--- config.mk ---
export PLATFORM = sky130hd
export DESIGN_NAME = asansor_denetleyici
export DESIGN_NICKNAME = d
export VERILOG_FILES = /design/src/rtl/asansor_pkg.sv /design/src/rtl/asansor_zamanlayici.sv /design/src/rtl/asansor_denetleyici.sv
export SDC_FILE = /design/constraint.sdc
export NUM_CORES = 1
export LEC_CHECK = 0
export CAP_MARGIN = 20
export CORE_MARGIN = 1
export CORE_UTILIZATION = 50
export DETAILED_ROUTE_END_ITERATION = 16
export PLACE_DENSITY = 0.72
export REMOVE_ABC_BUFFERS = 1
export SETUP_SLACK_MARGIN = 0.15
export SYNTH_ARGS = -nofsm -noshare
export SYNTH_HDL_FRONTEND = slang
export SYNTH_SLANG_ARGS = --single-unit
--- constraint.sdc ---
create_clock -name clk -period 2.8 [get_ports clk]
set_input_delay 0.56 -clock clk [delete_from_list [all_inputs] [get_ports clk]]
set_output_delay 0.56 -clock clk [all_outputs]
set_load 0.02 [all_outputs]
--- src/rtl/asansor_pkg.sv ---
// asansor_pkg: shared types, direction codes and request-mask helper for the elevator controller
package asansor_pkg;
  typedef enum logic [1:0] {BEKLE = 2'd0, YUKARI = 2'd1, ASAGI = 2'd2, KAPI = 2'd3} durum_t;
  localparam logic [1:0] YON_BOS    = 2'b00;
  localparam logic [1:0] YON_YUKARI = 2'b01;
  localparam logic [1:0] YON_ASAGI  = 2'b10;
  localparam int KAT_MAKS = 16;
  // bit i set when floor i lies strictly above (yukari=1) or strictly below (yukari=0) kat
  function automatic logic [KAT_MAKS-1:0] yon_maske(input logic [3:0] kat, input logic yukari);
    logic [KAT_MAKS-1:0] m;
    for (int i = 0; i < KAT_MAKS; i++) m[i] = yukari ? (i > int'(kat)) : (i < int'(kat));
    return m;
  endfunction
endpackage

--- src/rtl/asansor_zamanlayici.sv ---
// asansor_zamanlayici: loadable down-counter that saturates at zero and flags it
module asansor_zamanlayici #(
  parameter int W = 4
) (
  input  logic         clk,
  input  logic         rst_n,
  input  logic         i_yukle,
  input  logic [W-1:0] i_deger,
  input  logic         i_azalt,
  output logic         o_sifir
);
  logic [W-1:0] r_sayac;
  always_ff @(posedge clk or negedge rst_n)
    if (!rst_n) r_sayac <= '0;
    else if (i_yukle) r_sayac <= i_deger;
    else if (i_azalt && r_sayac != '0) r_sayac <= r_sayac - 1'b1;
  assign o_sifir = r_sayac == '0;
endmodule

--- src/rtl/asansor_denetleyici.sv ---
// asansor_denetleyici: SCAN-order elevator controller with move and door timing
module asansor_denetleyici
  import asansor_pkg::*;
#(
  parameter int KAT_SAYISI   = 4,
  parameter int KAT_GENISLIK = $clog2(KAT_SAYISI),
  parameter int HAREKET_SURE = 4,
  parameter int KAPI_SURE    = 8
) (
  input  logic                    clk,
  input  logic                    rst_n,
  input  logic [KAT_SAYISI-1:0]   buton,
  output logic [KAT_GENISLIK-1:0] bulundugu_kat,
  output logic [1:0]              yon,
  output logic                    kapi_acik,
  output logic [KAT_SAYISI-1:0]   istek
);
  localparam int SURE_MAKS = HAREKET_SURE > KAPI_SURE ? HAREKET_SURE : KAPI_SURE;
  localparam int SW = $clog2(SURE_MAKS + 1);
  localparam logic [SW-1:0] HAREKET_YUK = SW'(HAREKET_SURE - 1);
  localparam logic [SW-1:0] KAPI_YUK = SW'(KAPI_SURE - 1);
  localparam logic [KAT_SAYISI-1:0] BIR = {{(KAT_SAYISI-1){1'b0}}, 1'b1};
  durum_t r_durum, w_durum_sonraki, w_secim;
  logic [KAT_GENISLIK-1:0] r_kat, w_yeni_kat, w_kat_sonraki;
  logic [KAT_SAYISI-1:0] r_istek, w_istek_sonraki, w_kat_biti, w_ust_maske, w_alt_maske;
  logic [1:0] r_yon;
  logic r_kapi, r_son_yukari, w_var_ust, w_var_alt, w_hareket, w_adim, w_sonraki_hareket;
  logic w_hareket_sifir, w_kapi_sifir, w_kapi_uzat, w_kapi_bitti;
  assign w_ust_maske = KAT_SAYISI'(yon_maske(4'(r_kat), 1'b1));
  assign w_alt_maske = KAT_SAYISI'(yon_maske(4'(r_kat), 1'b0));
  assign w_var_ust = |(r_istek & w_ust_maske);
  assign w_var_alt = |(r_istek & w_alt_maske);
  // keep sweeping in the last direction while it has work, otherwise reverse
  assign w_secim = r_son_yukari ? (w_var_ust ? YUKARI : w_var_alt ? ASAGI : BEKLE)
                                : (w_var_alt ? ASAGI : w_var_ust ? YUKARI : BEKLE);
  assign w_hareket = r_durum == YUKARI || r_durum == ASAGI;
  assign w_adim = w_hareket && w_hareket_sifir;
  assign w_yeni_kat = r_durum == YUKARI ? r_kat + 1'b1 : r_kat - 1'b1;
  assign w_kat_sonraki = w_adim ? w_yeni_kat : r_kat;
  assign w_kapi_uzat = r_durum == KAPI && buton[r_kat];
  assign w_kapi_bitti = r_durum == KAPI && w_kapi_sifir && !buton[r_kat];
  assign w_durum_sonraki = r_durum == BEKLE ? (r_istek[r_kat] ? KAPI : w_secim) :
                           (w_adim && r_istek[w_yeni_kat]) ? KAPI :
                           w_kapi_bitti ? w_secim : r_durum;
  assign w_sonraki_hareket = w_durum_sonraki == YUKARI || w_durum_sonraki == ASAGI;
  // the floor being served never latches a request while its door is open
  assign w_kat_biti = (r_durum == KAPI || w_durum_sonraki == KAPI) ? BIR << w_kat_sonraki : '0;
  assign w_istek_sonraki = (r_istek | buton) & ~w_kat_biti;
  always_ff @(posedge clk or negedge rst_n)
    if (!rst_n) begin
      r_durum <= BEKLE;
      r_kat <= '0;
      r_yon <= YON_BOS;
      r_kapi <= 1'b0;
      r_istek <= '0;
      r_son_yukari <= 1'b1;
    end else begin
      r_durum <= w_durum_sonraki;
      r_kat <= w_kat_sonraki;
      r_yon <= w_durum_sonraki == YUKARI ? YON_YUKARI : w_durum_sonraki == ASAGI ? YON_ASAGI : YON_BOS;
      r_kapi <= w_durum_sonraki == KAPI;
      r_istek <= w_istek_sonraki;
      if (w_sonraki_hareket) r_son_yukari <= w_durum_sonraki == YUKARI;
    end
  asansor_zamanlayici #(.W(SW)) u_hareket (
    .clk(clk), .rst_n(rst_n),
    .i_yukle(w_sonraki_hareket && (w_durum_sonraki != r_durum || w_adim)),
    .i_deger(HAREKET_YUK), .i_azalt(w_hareket), .o_sifir(w_hareket_sifir)
  );
  asansor_zamanlayici #(.W(SW)) u_kapi (
    .clk(clk), .rst_n(rst_n),
    .i_yukle((w_durum_sonraki == KAPI && r_durum != KAPI) || w_kapi_uzat),
    .i_deger(KAPI_YUK), .i_azalt(r_durum == KAPI), .o_sifir(w_kapi_sifir)
  );
  assign bulundugu_kat = r_kat;
  assign yon = r_yon;
  assign kapi_acik = r_kapi;
  assign istek = r_istek;
endmodule

==> results of run 1 <==
-- through the flow --
stage	std cells	hold WS (ns)
floorplan	135	0.264
global placement	197	0.520
detailed placement	197	0.531
CTS	204	0.556
global route	204	0.576
finish	204	0.557
-- flip-flops by register name (all words and copies together) (netlist names) --
| signal | flops |
|---|---|
| istek | 4 |
| u_hareket.r_sayac | 4 |
| u_kapi.r_sayac | 4 |
| bulundugu_kat | 2 |
| r_durum | 2 |
| yon | 2 |
| kapi_acik | 1 |
| r_son_yukari | 1 |
-- how the worst max path moves through the flow --
stage | to | start | depth (start not counted) | slack [ns]
final | u_hareket.r_sayac[2] | buton[3] | 11 | 0.14
after global routing | u_hareket.r_sayac[2] | bulundugu_kat[0] | 11 | 0.06
after CTS | u_hareket.r_sayac[3] | r_durum[1] | 11 | 0.15
after detailed placement | u_hareket.r_sayac[3] | buton[3] | 11 | -0.13
after global placement | u_hareket.r_sayac[3] | buton[3] | 11 | -0.07
after floorplan | u_hareket.r_sayac[3] | bulundugu_kat[1] | 11 | -0.21
-- layer usage --
layer	vias up	GRT usage	part of all wire
li1	564	-	-
met1	572	0.315	0.46
met2	24	0.426	0.50
met3	8	0.0389	0.031
met4	0	0.0855	0.012
met5	-	0	0
-- area by class of cell --
| class | instances | area share |
|---|---|---|
| multi-input combinational | 102 | 0.488 |
| sequential | 20 | 0.278 |
| timing repair buffer | 35 | 0.165 |
| inverter | 13 | 0.0271 |
| tap | 30 | 0.0208 |
| clock buffer | 4 | 0.0201 |
-- where the power goes --
part | leakage [nW] | internal [mW] | switching [mW]
Combinational | 0.579 | 0.653 | 0.665
Clock | 0.0210 | 0.0794 | 0.0912
Sequential | 0.226 | 0.404 | 0.103
Total | 0.826 | 1.14 | 0.859
-- cells by family (layout without fill, tap and decap cells) --
| family | after synthesis | after routing | synth area share |
|---|---|---|---|
| adders and majority gates | 16 | 16 | 0.145 |
| buffers and inverters | 13 | 52 | 0.0353 |
| xor gates and xnor gates | 3 | 3 | 0.0244 |
| and+or+nand+nor | 45 | 45 | 0.181 |
| muxes | 7 | 7 | 0.0733 |
| AOI/OAI and AO/OA | 31 | 31 | 0.178 |
| DFF | 20 | 20 | 0.363 |
-- cell usage in the layout, fill, tap and decap left out, drive strengths merged, types with 3 or more instances in the layout --
cell type / count
a21oi: 4
a31oi: 3
and2: 3
and3: 3
buf: 21
clkbuf: 4
clkdlybuf4s50: 14
dfrtp: 19
ha: 16
inv: 13
mux2: 5
nand2: 9
nand2b: 4
nand3: 4
nor2: 10
nor3: 3
o21ai: 6
o2bb2ai: 3
o31a: 4
-- critical path, delay by kind of cell --
kind | cells | cell delay, ns
AO/OA/AOI/OAI | 4 | 0.87
adder cells (fa/ha/maj) | 1 | 0.32
AND/OR/NAND/NOR | 3 | 0.41
multiplexers | 1 | 0.28
buffers and inverters | 2 | 0.47
-- repair_timing --
item	CTS	global route
setup endpoints to repair	13	12
resized for setup	7	6
pin swaps	4	1
endpoints found under the hold margin	0	0
hold buffers	0	0
setup buffers	3	0
==> results.md, run 1 <==
* H-tree depth at 1
* Multi-input gate area at between 800 and 900 um^2
* Leading area contributor after synthesis: dfrtp_1
* 1st-iter DRT viols at 40
* Slowest stage delay, CP at approximately 0.43 ns
* Pre-antenna DRT Iters at 4
* Synth Register Bits at 20
* Layout cells sized above 1 at 0.333
* Synth top cells by count: dfrtp_1 (19), ha_1 (16), inv_1 (11)
* Pwr Density at 1110 nW/um^2
* Die Ht at between 50 and 60 um
* Number of library cell types mapped by synthesis at between 40 and 50
* RSZ-0062 raised after global routing: yes
* First-pass GRT wire length at 5020 um
* Asr flop ratio synth at 1.00
* Worst hold endpoint: u_kapi.r_sayac[0]
* Clock root cell: clkbuf_4
* Initial antenna violation count at 0
* Mapped cell area at about 1400 um^2
* Max Cap Violations at 0
* R2R depth at 11
* Peak supply drop at 0.833 mV
* Minimum clock period at 2.66 ns
* Drt wl/cell at around 16 um
* Status: finished, final reports clean
* Worst slew margin at 0.677
* Nets at a little under 200
* Via count of the first global-routing pass at between 1k and 1.5k
* CTS buffer count at 3
* N_diodes at 0
* Mean Syn Cell Area at slightly above 10 um^2
* Slew @ Worst Pin at 0.481 ns
* Hold Crit Start: u_kapi.r_sayac[0]
* Post-DP HPWL at around 2500 um
* Antenna Nets Post-Route at 0
* Global route total overflow at 0
* Fin. max-slew vios at 0
* Worst setup SP type: primary input
* Dpl ws at -0.129 ns
* Most frequent cell after synthesis: dfrtp_1
* Crit path required time at around 3.1 ns
* Die width at ~55 um
* Yosys top cell area share at 0.344
* Clock tree buffer depth at 2
* CTS clk-pin slew, worst paths at ~0.1 ns
* Clock sink count at 20
* Reg-to-Reg Start: bulundugu_kat[1]
* Largest net degree at the start of global routing at 21
* Final setup vio count at 0
* I/O Pins at 15
* Leakage Power at 0.826 nW
* Main flop type after synthesis: dfrtp_1
* Synth area leaders: dfrtp_1 (34%), ha_1 (14%), mux2_2 (3.3%)
* Synth warn at 0
* Port bufs at 14
* Rows at 18
* Vias at 1168
* Total global-route track usage at 0.249
* Reg-to-reg slack, setup at 0.15 ns
* Crit path DAT at just under 3 ns
* Sequential area share after synthesis at 0.363
* Final WS setup at 0.135 ns
* CTS tree: done
* FF/Latch Area at 502 um^2
* Fillers at 194
* Setup TNS at 0 ns
* Synthesis-to-finish area growth at 30.3%
* Worst setup EP type: register
* Drc violations at 0
* EDFF count, synth at 0
* Crit path max fanout at 4
* Power Total at between 1.5 and 2 mW
* Worst skew pair latency at ~0.31 ns
* End of the worst register-to-register path: u_hareket.r_sayac[2]
* Worst-path cell with the longest stage delay: clkdlybuf4s50_1
* Worst Skew at between 0.01 and 0.015 ns
* Worst hold path class: reg -> reg
* Tcrit/Tclk final at 0.952
* Routed WL at approximately 3200 um
* Gp weighted congestion at 0.960
* Fin area at around 1800 um^2
* CP Class: in -> reg
* Maximum clock rate at between 300 and 400 MHz
* Crit-path cells: clkdlybuf4s50_1 -> mux2_4 -> o22ai_2 -> and2_4 -> nor2_1 -> o31a_1 -> ha_1 -> inv_2 -> o311a_1 -> a31oi_2 -> and3_1
* Syn Inst Count at 135
* Fin util at 0.708
* Initial core utilization at 0.543
* Hold path depth at 1
* Post-DP Area at 1700 um^2
* Final hold viol count at 0
* Core area at between 2000 and 3000 um^2
* Die area at ~3000 um^2
* Vias per inst at 5.73
No activity file was read; power rests on OpenSTA's default activity.
==> run 2, diff against run 1 <==
--- a/config.mk
+++ b/config.mk
@@ -6,10 +6,12 @@
 export NUM_CORES = 1
 export LEC_CHECK = 0
 export CAP_MARGIN = 20
+export CELL_PAD_IN_SITES_DETAIL_PLACEMENT = 1
+export CELL_PAD_IN_SITES_GLOBAL_PLACEMENT = 1
 export CORE_MARGIN = 1
-export CORE_UTILIZATION = 50
+export CORE_UTILIZATION = 44
 export DETAILED_ROUTE_END_ITERATION = 16
-export PLACE_DENSITY = 0.72
+export PLACE_DENSITY = 0.76
 export REMOVE_ABC_BUFFERS = 1
 export SETUP_SLACK_MARGIN = 0.15
 export SYNTH_ARGS = -nofsm -noshare
==> constraint.sdc (replaced) <==
create_clock -name clk -period 2.7 [get_ports clk]
set_input_delay 0.54 -clock clk [delete_from_list [all_inputs] [get_ports clk]]
set_output_delay 0.54 -clock clk [all_outputs]
set_load 0.02 [all_outputs]
==> run 2 against run 1 <==
- utilization up 2.3 points
- the flow now finishes with violations (negative setup slack)
- critical path depth unchanged
- clock skew down 0.0083 ns
- die area up 13%
- sequential power up 12%
- clock power up 55%
- total power up 37%
- hold slack better by 0.00093 ns
- non-clock buffer count up 11
==> results.md, run 2 (synthesis gave the netlist of run 1 again) <==
* Status: complete, but fails checks (was finished, final reports clean)
* Failing checks: negative setup slack
* Post-DP HPWL at 2960 um (was 2500 um)
* Fin. max-slew vios at 0 (unchanged)
* Via count of the first global-routing pass at 1406 (was 1094)
* Worst setup EP type: register (unchanged)
* Worst slew margin at 0.670 (was 0.677)
* Initial core utilization at 0.481 (was 0.543)
* CTS clk-pin slew, worst paths at 0.14 ns (was 0.10 ns)
* Worst skew pair latency at 0.32 ns (was 0.31 ns)
* Combinational cell fraction of total power at 0.696 (was 0.660)
* Pre-antenna DRT Iters at 4 (unchanged)
* Total global-route track usage at 0.311 (was 0.249)
* Vias per inst at 6.06 (was 5.73)
* Reg-to-Reg Start: bulundugu_kat[0] (was bulundugu_kat[1])
* Crit path required time at 2.90 ns (was 3.05 ns)
* Minimum clock period at 2.86 ns
* Commonest non-fill, non-tap cell in the layout: buf_4 (unchanged)
* First-pass GRT wire length at 7450 um (was 5020 um)
* Peak supply drop at 0.761 mV (was 0.833 mV)
* Max Cap Violations at 0 (unchanged)
* Layout cells sized above 1 at 0.486 (was 0.333)
* Clock sink count at 20 (unchanged)
* Nets at 208 (was 197)
* Tcrit/Tclk final at 1.06
* P_int at 1.47 mW (was 1.14 mW)
* 1st-iter DRT viols at 89 (was 40)
* Global route total overflow at 0 (unchanged)
* Slowest stage delay, CP at 0.42 ns (was 0.43 ns)
* Clock root cell: clkbuf_4 (unchanged)
* Initial antenna violation count at 0 (unchanged)
* Port bufs at 14 (unchanged)
* Worst hold path class: in -> reg (was reg -> reg)
* Die width at 58.1 um (was 54.6 um)
* Fin Hold WS at 0.558 ns (was 0.557 ns)
* Die area at 3370 um^2 (was 2980 um^2)
* CP Class: reg -> reg (was in -> reg)
* Vias at 1376 (was 1168)
* Die Ht at 58.1 um (was 54.6 um)
* Sw power at 1.27 mW (was 859 uW)
* Buffers & Inverters on Critical Path at 2 (unchanged)
* Leakage Power at 0.922 nW (was 0.826 nW)
* Slew @ Worst Pin at 0.489 ns (was 0.481 ns)
* Dpl ws at -0.254 ns (was -0.129 ns)
* Crit path DAT at 3.06 ns (was 2.91 ns)
* Drc violations at 0 (unchanged)
* Synthesis-to-finish area growth at 52.0% (was 30.3%)
* Rows at 19 (was 18)
* Commonest non-fill, non-tap cells in the layout: buf_4 (28), dfrtp_1 (18), clkdlybuf4s50_1 (12) (was buf_4 (21), dfrtp_1 (19), ha_1 (14), clkdlybuf4s50_1 (14))
* Drt wl/cell at 26.6 um (was 15.9 um)
* Sequential Power Share at 0.207 (was 0.254)
* Final hold viol count at 0 (unchanged)
* I/O Pins at 15 (unchanged)
* H-tree depth at 1 (unchanged)
* Crit path launch: bulundugu_kat[0] (was buton[3])
* Crit-path most repeated cell: ha_4
* Worst Skew at 0.00438 ns (was 0.0127 ns)
* Worst setup SP type: register (was primary input)
* Final WS setup at -0.161 ns (was 0.135 ns)
* Final setup vio count at 11 (was 0)
* CTS tree: done (unchanged)
* Clock network fraction of total power at 0.097 (was 0.085)
* N_diodes at 0 (unchanged)
* Largest net degree at the start of global routing at 21 (unchanged)
* Fin util at 0.731 (was 0.708)
* Pwr Density at 1300 nW/um^2 (was 1110 nW/um^2)
* Net Sw Frac at 0.463 (was 0.431)
* Fillers at 274 (was 194)
* Worst-path cell with the longest stage delay: dfrtp_1 (was clkdlybuf4s50_1)
* CP delay by family, top: compound AO/OA/AOI/OAI gates (unchanged)
* Hold Crit Start: buton[1] (was u_kapi.r_sayac[0])
* Crit path max fanout at 6 (was 4)
* Maximum clock rate at approximately 350 MHz
* Gp weighted congestion at 0.934 (was 0.960)
* Core area at 2880 um^2 (was 2540 um^2)
* Crit-path cells: inv_2 -> ha_4 -> xor2_2 -> mux4_2 -> a21o_4 -> o31a_1 -> ha_4 -> inv_4 -> o311a_4 -> a31oi_4 -> nand3_1 (was clkdlybuf4s50_1 -> mux2_4 -> o22ai_2 -> and2_4 -> nor2_1 -> o31a_1 -> ha_1 -> inv_2 -> o311a_1 -> a31oi_2 -> and3_1)
* RSZ-0062 raised after global routing: yes (unchanged)
* CTS buffer count at 3 (unchanged)
* Routed WL at 6030 um (was 3240 um)
* Clock tree buffer depth at 2 (unchanged)
* Antenna Nets Post-Route at 0 (unchanged)
run 2: final timing paths:
check | end | slack, ns | cells after the start
min in group asynchronous | u_hareket.r_sayac[1] | 0.57 | 2
worst min register to register | u_kapi.r_sayac[0] | 0.62 | 1
worst max register to register | u_hareket.r_sayac[1] | -0.16 | 11
max in group asynchronous | r_son_yukari | 1.86 | 2
worst min-delay path | istek[1] | 0.56 | 3
worst max-delay path | u_hareket.r_sayac[1] | -0.16 | 11
run 2: tightest hold or removal path: stages:
cell            delay, ns
dlymetal6s2s_1       0.11
nor2_1               0.06
a21oi_2              0.12
run 2: through the flow:
| stage | total power [mW] | area (um^2) | cells | TNS (ns) |
|---|---|---|---|---|
| finish | 2.74 | 2100 | 227 | -1.26 |
| global route | 2.83 | 2100 | 227 | -1.78 |
| CTS | 2.25 | 1900 | 217 | 0 |
| detailed placement | 1.84 | 1730 | 211 | -2.26 |
| global placement | 1.76 | 1730 | 211 | -0.767 |
| floorplan | 1.32 | 1380 | 135 | -1.67 |
run 2: repair_timing:
item,in CTS,in global routing
pin swaps,10,10
endpoints found under the setup margin,13,13
setup buffers,2,10
resized for setup,20,31
hold buffers,0,0
run 2: power by group through the flow:
stage	clock [mW]	combinational (mW)	sequential (mW)
2_1_floorplan	0	0.719	0.597
3_3_place_gp	0	1.24	0.519
3_5_place_dp	0	1.31	0.532
4_1_cts	0.264	1.45	0.533
5_1_grt	0.276	1.99	0.566
6_report	0.265	1.91	0.567
run 2: metal layers:
| layer | GRT usage | routed length, um |
|---|---|---|
| met1 | 0.370 | 2400 |
| met2 | 0.539 | 3040 |
| met3 | 0.0335 | 211 |
| met4 | 0.190 | 375 |
| met5 | 0 | 0 |
run 2: area by class of cell:
class	count	area [um^2]	area share
multi-input combinational	102	1040	0.494
timing repair buffer	46	404	0.192
clock buffer	3	22.5	0.0107
sequential	20	503	0.239
inverter	13	51.3	0.0244
clock inverter	1	30.0	0.0143
tap	42	52.6	0.0250
==> run 3, diff against run 2 <==
--- a/config.mk
+++ b/config.mk
@@ -9,9 +9,10 @@
 export CELL_PAD_IN_SITES_DETAIL_PLACEMENT = 1
 export CELL_PAD_IN_SITES_GLOBAL_PLACEMENT = 1
 export CORE_MARGIN = 1
-export CORE_UTILIZATION = 44
+export CORE_UTILIZATION = 39
 export DETAILED_ROUTE_END_ITERATION = 16
-export PLACE_DENSITY = 0.76
+export PLACE_DENSITY = 0.71
+export RECOVER_POWER = 25
 export REMOVE_ABC_BUFFERS = 1
 export SETUP_SLACK_MARGIN = 0.15
 export SYNTH_ARGS = -nofsm -noshare
==> constraint.sdc (replaced) <==
create_clock -name clk -period 2.34 [get_ports clk]
set_input_delay 0.468 -clock clk [delete_from_list [all_inputs] [get_ports clk]]
set_output_delay 0.468 -clock clk [all_outputs]
set_load 0.02 [all_outputs]
==> run 3 against run 2 <==
- the flow still finishes with violations (negative setup slack)
- total power increased by 21%
- routed wire length decreased by 7.0%
- combinational power increased by 26%
- critical path depth unchanged
- clock-buffer cell count unchanged
- design area increased by 9.6%
- die area increased by 12%
- worst setup slack got worse by 0.23 ns
- maximum frequency increased by 4.8%
- hold slack got worse by 0.065 ns
- sequential power increased by 7.8%
- flip-flop and latch count unchanged
- critical path type unchanged
- highest routed layer unchanged
==> results.md, run 3 (synthesis gave the netlist of run 1 again) <==
* Worst hold path class: in -> async (was in -> reg)
* Largest net degree at the start of global routing at 14 (was 21)
* End of the worst register-to-register path: u_hareket.r_sayac[2] (was u_hareket.r_sayac[1])
* P_int at 1.91 mW (was 1.47 mW)
* Die area at 3790 um^2 (was 3370 um^2)
* Total global-route track usage at 0.269 (was 0.311)
* Port bufs at 14 (unchanged)
* Layout cells sized above 1 at 0.536 (was 0.486)
* H-tree depth at 1 (unchanged)
* Worst-path cell with the longest stage delay: dfrtp_1 (unchanged)
* Crit path max fanout at 6 (unchanged)
* First-pass GRT wire length at 7190 um (was 7450 um)
* Rows at 21 (was 19)
* I/O Pins at 15 (unchanged)
* Commonest non-fill, non-tap cell in the layout: buf_4 (unchanged)
* RSZ-0062 raised after global routing: yes (unchanged)
* Worst slew margin at 0.471 (was 0.670)
* Final WS setup at -0.389 ns (was -0.161 ns)
* Tcrit/Tclk final at 1.17 (was 1.06)
* Global route total overflow at 0 (unchanged)
* Slowest stage delay, CP at 0.42 ns (about the same)
* Post-DP HPWL at 3150 um (was 2960 um)
* Synthesis-to-finish area growth at 66.7% (was 52.0%)
* Core area at 3360 um^2 (was 2880 um^2)
* Die width at 61.5 um (was 58.1 um)
* Reg-to-reg slack, setup at -0.39 ns (was -0.16 ns)
* Dpl cells at 240 (was 211)
* Failing checks: negative setup slack (unchanged)
* Final hold viol count at 0 (unchanged)
* Die Ht at 61.5 um (was 58.1 um)
* Fin Hold WS at 0.493 ns (was 0.558 ns)
* Maximum clock rate at 366 MHz (was 350 MHz)
* Crit path launch: bulundugu_kat[1] (was bulundugu_kat[0])
* Leakage Power at 1.05 nW (was 0.922 nW)
* Reg-to-Reg Start: bulundugu_kat[1] (was bulundugu_kat[0])
* Clock network fraction of total power at 0.091 (was 0.097)
* Initial antenna violation count at 0 (unchanged)
* Buffers & Inverters on Critical Path at 2 (unchanged)
* Net Sw Frac at 0.424 (was 0.463)
* 1st-iter DRT viols at 49 (was 89)
* Status: complete, but fails checks (unchanged)
* Worst Skew at 0.00657 ns (was 0.00438 ns)
* Fin. max-slew vios at 0 (unchanged)
* CTS tree: done (unchanged)
* Worst setup SP type: register (unchanged)
* Nets at 234 (was 208)
* Clock root cell: clkbuf_4 (unchanged)
* R2R depth at 11 (unchanged)
* Drc violations at 0 (unchanged)
* Drt wl/cell at 21.8 um (was 26.6 um)
* Pre-antenna DRT Iters at 4 (unchanged)
* N_diodes at 0 (unchanged)
* Fin cells at 257 (was 227)
* Crit-path cells: inv_2 -> ha_4 -> xor2_2 -> mux4_2 -> a21o_4 -> o31a_1 -> ha_4 -> inv_2 -> o311a_1 -> a31oi_4 -> and3_1 (was inv_2 -> ha_4 -> xor2_2 -> mux4_2 -> a21o_4 -> o31a_1 -> ha_4 -> inv_4 -> o311a_4 -> a31oi_4 -> nand3_1)
* Max Cap Violations at 0 (unchanged)
* Via count of the first global-routing pass at 1462 (was 1406)
* Final setup vio count at 15 (was 11)
* FF/Latch Area at 502 um^2 (was 503 um^2)
* Clock sink count at 20 (unchanged)
* Routed WL at 5610 um (was 6030 um)
* Antenna Nets Post-Route at 0 (unchanged)
* Commonest non-fill, non-tap cells in the layout: buf_4 (48), dfrtp_1 (19), clkdlybuf4s50_1 (13) (was buf_4 (28), dfrtp_1 (18), clkdlybuf4s50_1 (12))
* Crit path DAT at 3.00 ns (was 3.06 ns)
* Initial core utilization at 0.411 (was 0.481)
* Sequential Power Share at 0.184 (was 0.207)
* Vias at 1426 (was 1376)
* Vias per inst at 5.55 (was 6.06)
* Minimum clock period at 2.73 ns (was 2.86 ns)
* Worst setup EP type: register (unchanged)
* Peak supply drop at 0.936 mV (was 0.761 mV)
* Fillers at 362 (was 274)
* Clock tree buffer depth at 2 (unchanged)
* Slew @ Worst Pin at 0.793 ns (was 0.489 ns)
* CTS buffer count at 3 (unchanged)
* WP depth at 11 (unchanged)
* Combinational cell fraction of total power at 0.725 (was 0.696)
* CP Class: reg -> reg (unchanged)
* Crit path capture: u_hareket.r_sayac[2] (was u_hareket.r_sayac[1])
* CTS clk-pin slew, worst paths at 0.13 ns (was 0.14 ns)
* Multi-input gate area at 1040 um^2 (unchanged)
* Crit path required time at 2.61 ns (was 2.90 ns)
* Pwr Density at 1440 nW/um^2 (was 1300 nW/um^2)
* Sw power at 1.41 mW (was 1.27 mW)
* CP delay by family, top: compound AO/OA/AOI/OAI gates (unchanged)
* Worst skew pair latency at 0.33 ns (was 0.32 ns)
* Gp weighted congestion at 0.881 (was 0.934)
-- run 3: changes by cell type in the layout (fill, tap and decap cells not counted), moves of 2 or more --
cell / previous run / this run
ha_4: 6 / 4
buf_4: 28 / 48
ha_2: 0 / 3
dlymetal6s2s_1: 2 / 0
buf_6: 3 / 9
-- run 3: worst min path at each step --
stage	startpoint	to	slack, ns	depth (start not counted)
2_1_floorplan	rst_n	bulundugu_kat[0]	0.17	0
3_3_place_gp	u_kapi.r_sayac[2]	u_kapi.r_sayac[2]	0.54	2
3_5_place_dp	u_kapi.r_sayac[2]	u_kapi.r_sayac[2]	0.56	2
4_1_cts	rst_n	istek[3]	0.43	1
5_1_grt	rst_n	istek[1]	0.51	1
6_report	rst_n	bulundugu_kat[1]	0.49	1
-- run 3: repair_timing --
action                     4_1_cts  5_1_grt
setup endpoints to repair       16       18
pin swaps                       15        3
buffers inserted                 8        5
hold buffers                     0        0
gates resized for setup         30       23
-- run 3: layout make-up --
cell class                      instances  area share
Multi-Input combinational cell        102       0.451
Timing Repair Buffer                   72       0.263
Sequential cell                        20       0.218
Tap cell                               46      0.0250
Inverter                               13      0.0212
Clock inverter                          1      0.0130
Clock buffer                            3     0.00977
-- run 3: metrics by stage --
| stage | worst slack (ns) | power (mW) | area, um^2 | utilization | setup TNS [ns] |
|---|---|---|---|---|---|
| 3_3_place_gp | -0.415 | 2.28 | 1920 | 0.570 | -4.41 |
| 5_1_grt | -0.443 | 3.47 | 2300 | 0.685 | -5.20 |
| 6_report | -0.389 | 3.32 | 2300 | 0.685 | -4.29 |
| 4_1_cts | -0.229 | 3.01 | 2180 | 0.647 | -2.37 |
| 3_5_place_dp | -0.523 | 2.38 | 1920 | 0.570 | -5.79 |
| 2_1_floorplan | -0.670 | 1.52 | 1380 | - | -6.42 |
-- run 3: layer usage --
| layer | share of wire | wire, um | vias to the layer above | GRT usage |
|---|---|---|---|---|
| met5 | 0 | 0 | - | 0 |
| met4 | 0.041 | 229 | 0 | 0.0921 |
| met3 | 0.037 | 205 | 19 | 0.0294 |
| met2 | 0.53 | 2970 | 51 | 0.492 |
| met1 | 0.39 | 2200 | 721 | 0.325 |
| li1 | - | - | 635 | - |
-- run 3: power by group through the flow --
stage	combinational (mW)	clock (mW)	sequential, mW
after floorplan	0.830	0	0.689
after global placement	1.71	0	0.575
after detailed placement	1.79	0	0.589
after CTS	2.12	0.298	0.590
after global routing	2.53	0.314	0.622
final	2.40	0.301	0.611
